--- src/rtl/seg7_scan_driver.sv ---
// Time-multiplexed driver for a 4-digit common-anode 7-segment display with per-frame snapshot.
// Optional build macro SEG7_LEADING_ZERO_BLANK_EN blanks leading-zero digits (digit 0 always shown).
module seg7_scan_driver #(
  parameter int DIV          = 50000,
  parameter int BLANK_CYCLES = 16
) (
  input  logic        clk,
  input  logic        rst_n,
  input  logic [15:0] number,
  input  logic        display_lines,
  input  logic [3:0]  dp_mask,
  output logic [3:0]  an,
  output logic [6:0]  seg,
  output logic        dp,
  output logic        frame_tick
);

  localparam int CW = (DIV > 2) ? $clog2(DIV) : 1;
  localparam logic [CW-1:0] CNT_LAST  = CW'(DIV - 1);
  localparam logic [CW-1:0] CNT_BLANK = CW'(BLANK_CYCLES);

  localparam logic [6:0] SEG_OFF   = 7'h7F;
  localparam logic [6:0] SEG_LINES = 7'b0111111;

  logic [CW-1:0] cnt_q;
  logic [1:0]    idx_q;
  logic          first_q;
  logic [15:0]   snap_number_q;
  logic          snap_lines_q;
  logic [3:0]    snap_dp_mask_q;

  logic          cnt_wrap;
  logic          snap_en;
  logic          slot_blank;
  logic          digit_en;
  logic [3:0]    nibble;
  logic [3:0]    digit_keep;

  function automatic logic [6:0] hex_to_seg(input logic [3:0] v);
    logic [6:0] s;
    case (v)
      4'h0: s = 7'b1000000;
      4'h1: s = 7'b1111001;
      4'h2: s = 7'b0100100;
      4'h3: s = 7'b0110000;
      4'h4: s = 7'b0011001;
      4'h5: s = 7'b0010010;
      4'h6: s = 7'b0000010;
      4'h7: s = 7'b1111000;
      4'h8: s = 7'b0000000;
      4'h9: s = 7'b0010000;
      4'hA: s = 7'b0001000;
      4'hB: s = 7'b0000011;
      4'hC: s = 7'b1000110;
      4'hD: s = 7'b0100001;
      4'hE: s = 7'b0000110;
      default: s = 7'b0001110;
    endcase
    return s;
  endfunction

  assign cnt_wrap   = (cnt_q == CNT_LAST);
  // first_q forces a snapshot on the first edge after reset so the display never shows stale zeros.
  assign snap_en    = first_q || (cnt_wrap && (idx_q == 2'd3));
  assign slot_blank = (cnt_q < CNT_BLANK);

  always_comb begin
    nibble = snap_number_q[3:0];
    case (idx_q)
      2'd0: nibble = snap_number_q[3:0];
      2'd1: nibble = snap_number_q[7:4];
      2'd2: nibble = snap_number_q[11:8];
      default: nibble = snap_number_q[15:12];
    endcase
  end

`ifdef SEG7_LEADING_ZERO_BLANK_EN
  // A digit stays lit if it or any more-significant nibble is non-zero.
  assign digit_keep = {|snap_number_q[15:12], |snap_number_q[15:8], |snap_number_q[15:4], 1'b1};
  assign digit_en   = snap_lines_q || digit_keep[idx_q];
`else
  assign digit_keep = 4'hF;
  assign digit_en   = digit_keep[idx_q];
`endif

  // NOTE: every register here, snapshot included, is reset so pins are defined the instant rst_n falls.
  always_ff @(posedge clk or negedge rst_n) begin
    if (!rst_n) begin
      cnt_q          <= '0;
      idx_q          <= 2'd0;
      first_q        <= 1'b1;
      snap_number_q  <= '0;
      snap_lines_q   <= 1'b0;
      snap_dp_mask_q <= '0;
      an             <= 4'hF;
      seg            <= SEG_OFF;
      dp             <= 1'b1;
      frame_tick     <= 1'b0;
    end else begin
      first_q    <= 1'b0;
      frame_tick <= snap_en;
      if (snap_en) begin
        snap_number_q  <= number;
        snap_lines_q   <= display_lines;
        snap_dp_mask_q <= dp_mask;
      end

      if (cnt_wrap) begin
        cnt_q <= '0;
        idx_q <= idx_q + 2'd1;
      end else begin
        cnt_q <= cnt_q + 1'b1;
      end

      // Pins follow the slot state one cycle late; the current snapshot is used throughout.
      if (slot_blank || !digit_en) begin
        an  <= 4'hF;
        seg <= SEG_OFF;
        dp  <= 1'b1;
      end else begin
        an  <= ~(4'b0001 << idx_q);
        seg <= snap_lines_q ? SEG_LINES : hex_to_seg(nibble);
        dp  <= snap_lines_q ? 1'b1 : ~snap_dp_mask_q[idx_q];
      end
    end
  end

  param_legal: assert property (@(posedge clk) (DIV >= 2) && (BLANK_CYCLES < DIV));

endmodule
--- config.mk ---
export PLATFORM = sky130hd
export DESIGN_NAME = seg7_scan_driver
export DESIGN_NICKNAME = d
export VERILOG_FILES = /design/src/rtl/seg7_scan_driver.sv
export SDC_FILE = /design/constraint.sdc
export NUM_CORES = 1
export LEC_CHECK = 0
export CAP_MARGIN = 20
export CORE_ASPECT_RATIO = 0.5
export CORE_MARGIN = 4
export CORE_UTILIZATION = 27
export DETAILED_ROUTE_END_ITERATION = 12
export DONT_BUFFER_PORTS = 1
export GPL_TIMING_DRIVEN = 0
export PLACE_DENSITY_LB_ADDON = 0.05
export SYNTH_ARGS = -nofsm -noshare
export SYNTH_HDL_FRONTEND = slang
export SYNTH_SLANG_ARGS = --single-unit
--- constraint.sdc ---
create_clock -name clk -period 2.7 [get_ports clk]
set_input_delay 0.27 -clock clk [delete_from_list [all_inputs] [get_ports clk]]
set_output_delay 0.27 -clock clk [all_outputs]
set_load 0.01 [all_outputs]
# After elaboration in Yosys (flattened, before gate mapping)
# Memories as Yosys holds them, arrays and structs flattened.
# Cells that the tools add are included.
[op_classes] bitwise=2 n_mux=11 mul=0 div_mod_pow=0 shifts=1 n_addsub=2 n_reduce_logical=5 magnitude_cmp=2 eq_ne=4
[ops] operator="16-bit by 1-bit adder with 16-bit output (second input constant)" n=1
[ops] operator="16-bit == test (second input constant)" n=1
[ops] operator="16-bit by 5-bit less-than comparator with 1-bit output (second input constant)" n=1
[ops] operator="16-bit two-way mux" n=1
[ops] operator="7-bit two-way mux" n=2
[ops] operator="4-bit one-hot mux with 3 select lines" n=1
[ops] operator="1-bit binary-select mux with 2-bit select" n=2
[ops] operator="2-bit == test (second input constant)" n=2
[ops] operator="1-bit two-way mux" n=4
[ops] operator="4-bit two-way mux" n=1
[ops] operator="4-bit NOT" n=1
[ops] operator="1-bit by 2-bit left shift with 4-bit output (first input constant)" n=1
[ops] operator="2-bit by 3-bit less-than comparator with 1-bit output (second input constant)" n=1
[ops] operator="2-bit by 1-bit adder with 2-bit output (second input constant)" n=1
[ops] operator="2-bit by 1-bit == test with 1-bit output (second input constant)" n=1
[ops] operator="2-bit zero test" n=1
[ops] operator="1-bit logical OR" n=2
[ops] operator="1-bit logical AND" n=1
[ops] operator="1-bit zero test" n=1
[ops] operator="1-bit NOT" n=1
[word_totals] elab_cells=38 mem_bits_rw=0 reg_bits=53 in_bits=23 romBits=112 latch_bits=0 mem_count=1
[memory_table] name="(name not given)" depth=16 word_bits=7 rd=1 rd_clocked_by_memory_dff=0 write_ports=0 line="41" text="case (v)"

# Longest topological paths before layout
# Gate-level depths: netlist of the first run.
[logic_depth] ltp_word=5 depth_mapped=10 ltp_nobuf=10

# Worst setup path before layout of the first run
# No wires, ideal clock.
[synth_path] path_kind="register to register" start="reg idx_q[0]" end="reg seg[3]" path_stages_with_launch=11 period_less_slack_ns=2.067 required_ns=2.595 slack_ns=0.633 t_arrival_ns=1.962 path_buffers=0 path_cell_list="dfrtp_1 -> inv_1 -> ha_1 -> a222oi_1 -> mux2_2 -> inv_1 -> ha_1 -> inv_1 -> a211oi_1 -> a211oi_1 -> o21ai_0"
[synth_via] elab_chain_cells=5
[synth_lines] element="from (decl)" line="26" text="logic [1:0] idx_q;"
[synth_lines] element="from (signal assigned)" line="110" text="idx_q <= idx_q + 2'd1;"
[synth_lines] element="2-bit == test (tied with other cells)" line="69" text="case (idx_q)"
[synth_lines] element="4-bit one-hot mux with 3 select lines / 1-bit two-way mux (equally long branches)" line="69, 83"
[synth_lines] element="memory 16 x 7 bit / 1-bit zero test (equally long branches)"
[synth_lines] element="7-bit two-way mux / 1-bit logical OR (equally long branches)" line="122, 116"
[synth_lines] element="7-bit two-way mux (*)" line="116" text="if (slot_blank || !digit_en) begin"
[synth_lines] element="to (signal assigned)" line="122" text="seg <= snap_lines_q ? SEG_LINES : hex_to_seg(nibble);"
[synth_lines] element="to (decl)" line="13" text="output logic [6:0] seg,"
# Mark *: on every way between the ends. The rest lies on a longest branch, timed or not. The select of a mux whose other input is x is not followed.
# A chain may end at the register's enable or synchronous reset.

# Worst setup path in the final report of the first run
[layout_path] start="reg idx_q[0]" end="reg seg[4]"
# Same word-level chain as after synthesis.

==> flow_metrics.tcl, run 1 <==
set metrics [dict create \
    critical_path.startpoint_type "flop" \
    synth-warning-count 0 \
    crit_end "seg[4]" \
    core.rowCount 24 \
    cp-startpoint "idx_q[0]" \
    synth.top_cells.by_area "dfrtp_1 40%, dfstp_2 13%, mux2_1 8.4%" \
    numPortBuffers 0 \
    synth.top_cell.area_share_pct 39.53 \
    final_layout_size_suffix_gt1_share_pct 18.26 \
    cp_top_family "compound AO/OA/AOI/OAI gates" \
    final.setup_skew_ns 0.003299 \
    synth_most_common_cell "dfrtp_1" \
    synth-edff-count 0 \
    dr.pass1.iters 4 \
    layout.cells.non_filler 336 \
    r2r.worst_path.cells 6 \
    grtUsageTotal_pct 10.69 \
    pins_over_their_slew_limit 0 \
    critical_path_cell_count 6 \
    route.antenna.remaining_nets 0 \
    post-synth-top-area-cell "dfrtp_1" \
    postSynthRegisterBits 53 \
    final_net_count 254 \
    first_iter_violations 131 \
    first_global_vias 1717 \
    wire_length_of_the_first_global_routing_pass_mm 9.487 \
    fmax_mhz 400.7 \
    rr_endpoint "seg[4]" \
    crit_path_max_fanout 5 \
    worst_skew_pair.late_latency_ns 0.29 \
    boundaryPins 36 \
    vdd_ir_drop_max_mv 0.2288 \
    report.final.hold_viol_count 0 \
    synthToLayoutAreaGrowth_pct 16.40 \
    power.clock.fraction_pct 43.3 \
    n_antenna_cell 0 \
    min_period_over_period_pct 92.43 \
    synth_cell_types 47 \
    internal-power_mw 1.471 \
    grt_start_max_net_pins 54 \
    synth-async-reset-ratio_pct 100.0 \
    syn-num-nets 243 \
    floorplan.core_area_um2 8919 \
    drc_errors 0 \
    viasPerCell 4.836 \
    place_congestion 0.7457 \
    die_height_um 76.48 \
    cts.path.max_buffers 2 \
    synth_area_um2 2532 \
    worstReg2RegStart "idx_q[0]" \
    worst_slew_margin_relative_to_its_limit_pct 50.52 \
    period_minus_slack_ns 2.496 \
    report.power.total_mw 1.884 \
    critical-path-slowest-cell "a222oi_1" \
    sw_frac_of_total_pct 21.96 \
    numCtsBuffers 5 \
    p_sw_mw 0.4138 \
    synth.yosys.seq_area_share_pct 53.01 \
    totalWireLength_mm 5.715 \
    critPathKind "flop to flop" \
    clock-sinks 53 \
    synthCells 207 \
    combinational_power_share_pct 9.2 \
    max_stage_delay_ns 0.71 \
    status "finished, final reports clean" \
    timing.setup.tns_ns 0 \
    tightestPinTransition_ns 0.7423 \
    cp_num_buf_inv 1 \
    synth_area_per_cell_um2 12.23 \
    holdWs_ns 0.1110 \
    floorplan.initialDensity_pct 28.40 \
    critPathArrivalTime_ns 2.69 \
    share_seq_of_total_power_pct 47.5 \
    die_area_um2 11090 \
    tritoncts "yes" \
    min-delay-path-class "primary input to flop" \
    die_w_um 145.0 \
    clk_pin_slew_worst_paths_ns 0.07 \
    static_leakage_power_nw 1.241 \
    gr_overflow_total 0 \
    cellPowerDensity_nw_per_um2 639.2 \
    commonest_cells_post_synth "40 x dfrtp_1, 19 x mux2_1, 13 x dfstp_2, 13 x ha_1" \
    critPathRequiredTime_ns 2.90 \
    via_count 1625 \
    setup_violations 0 \
    final_util_pct 33.05 \
    clockRootBuffer "clkbuf_16" \
    regToRegSetupSlack_ns 0.20 \
    placedCellCount 324 \
    antenna_found_initial 0 \
    ys_dominant_reg_cell "dfrtp_1" \
    level_count_of_the_clock_h_tree 2 \
    post_dr_wirelength_cell_um 17.01 \
    hpwlAfterDp_mm 4.049 \
    setup.worst_path.end_class "flop" \
    maxCapViolations 0 \
    path_cells "inv_1 -> ha_1 -> a222oi_1 -> a21o_2 -> mux2_2 -> o221ai_1" \
]
timing repair:
item,CTS,global route
endpoints found under the setup margin,1,3
resized for setup,1,3
pin swaps,0,1
endpoints found under the hold margin,53,0
buffers inserted,0,2
hold buffers,2,0
gates cloned,0,0
kinds of logic after synthesis:
| logic type | Yosys count | share of synthesized area, % |
|---|---|---|
| multiplexers | 27 | 12.35 |
| AND/OR/NAND/NOR | 52 | 10.67 |
| XOR/XNOR | 13 | 4.496 |
| buffers and inverters | 15 | 2.816 |
| AO/OA/AOI/OAI | 33 | 10.08 |
| other | 1 | 0.1481 |
| adder cells (fa/ha/maj) | 13 | 6.423 |
| flip-flops | 53 | 53.01 |
area by class of cell:
cell class,count,area [µm²]
Clock buffer,5,125.1
Fill cell,896,5971
Clock inverter,3,65.06
Inverter,12,48.80
Multi-Input combinational cell,139,1141
Buffer,3,26.28
Tap cell,117,146.4
Sequential cell,53,1343
Timing Repair Buffer,4,52.55
worst min path at each step:
stage                            end  slack [ns]  cells past startpoint       from
floorplan                   cnt_q[0]       -0.03                      0      rst_n
global placement            cnt_q[7]       -0.02                      0      rst_n
detailed placement          cnt_q[0]       -0.02                      0      rst_n
CTS                 snap_number_q[4]        0.10                      1  number[4]
global route        snap_number_q[4]        0.09                      1  number[4]
finish              snap_number_q[5]        0.11                      1  number[5]
sequential cells by signal, indices dropped and copies added, names as in the netlist:
register	cells
cnt_q	16
snap_number_q	16
seg	7
an	4
snap_dp_mask_q	4
idx_q	2
dp	1
first_q	1
frame_tick	1
snap_lines_q	1
power by group through the flow:
stage,combinational (mW),clock (mW),sequential [mW]
after global routing,0.197,0.886,0.901
after CTS,0.169,0.847,0.895
after global placement,0.143,0,0.908
after floorplan,0.116,0,0.898
final,0.173,0.816,0.895
after detailed placement,0.143,0,0.910
metrics by stage:
stage	cell area, µm²	setup slack [ns]
3_3_place_gp	2679	0.1126
6_report	2948	0.2043
3_5_place_dp	2679	0.03179
4_1_cts	2913	0.1171
2_1_floorplan	2532	0.6330
5_1_grt	2948	-0.00003375
per-layer routing:
layer  track usage [%]  routed length [µm]  vias up
met3             3.862                 249        2
met4             1.991                  21        0
li1                  -                   -      765
met5                 0                   0        -
met1             14.82                2849      831
met2             16.17                2595       27
layout by cell type, fill, tap and decap left out, types with 2 or more instances in the layout:
cell        n
dfrtp_1    40
mux2_1     19
ha_1       13
dfstp_2    13
inv_1      11
nand2_1    11
nor2_1     11
xor2_1      9
a211oi_1    8
nand3_1     7
a21oi_1     5
clkbuf_16   5
nand4_1     4
xnor2_1     4
mux2_2      4
buf_4       4
nor3_1      3
nor4_1      3
a222oi_1    3
and3_1      2
and2_1      2
a22oi_1     2
and2b_1     2
o221ai_1    2
o21ai_0     2
mux2i_1     2
bufinv_16   2
Power figures use the tool's default switching activity.
==> run 2: changes to the inputs <==
- CTS_CLUSTER_DIAMETER: not set -> 150
==> results of run 2 <==
Final layout, timing and power as in run 1 (identical DEF).
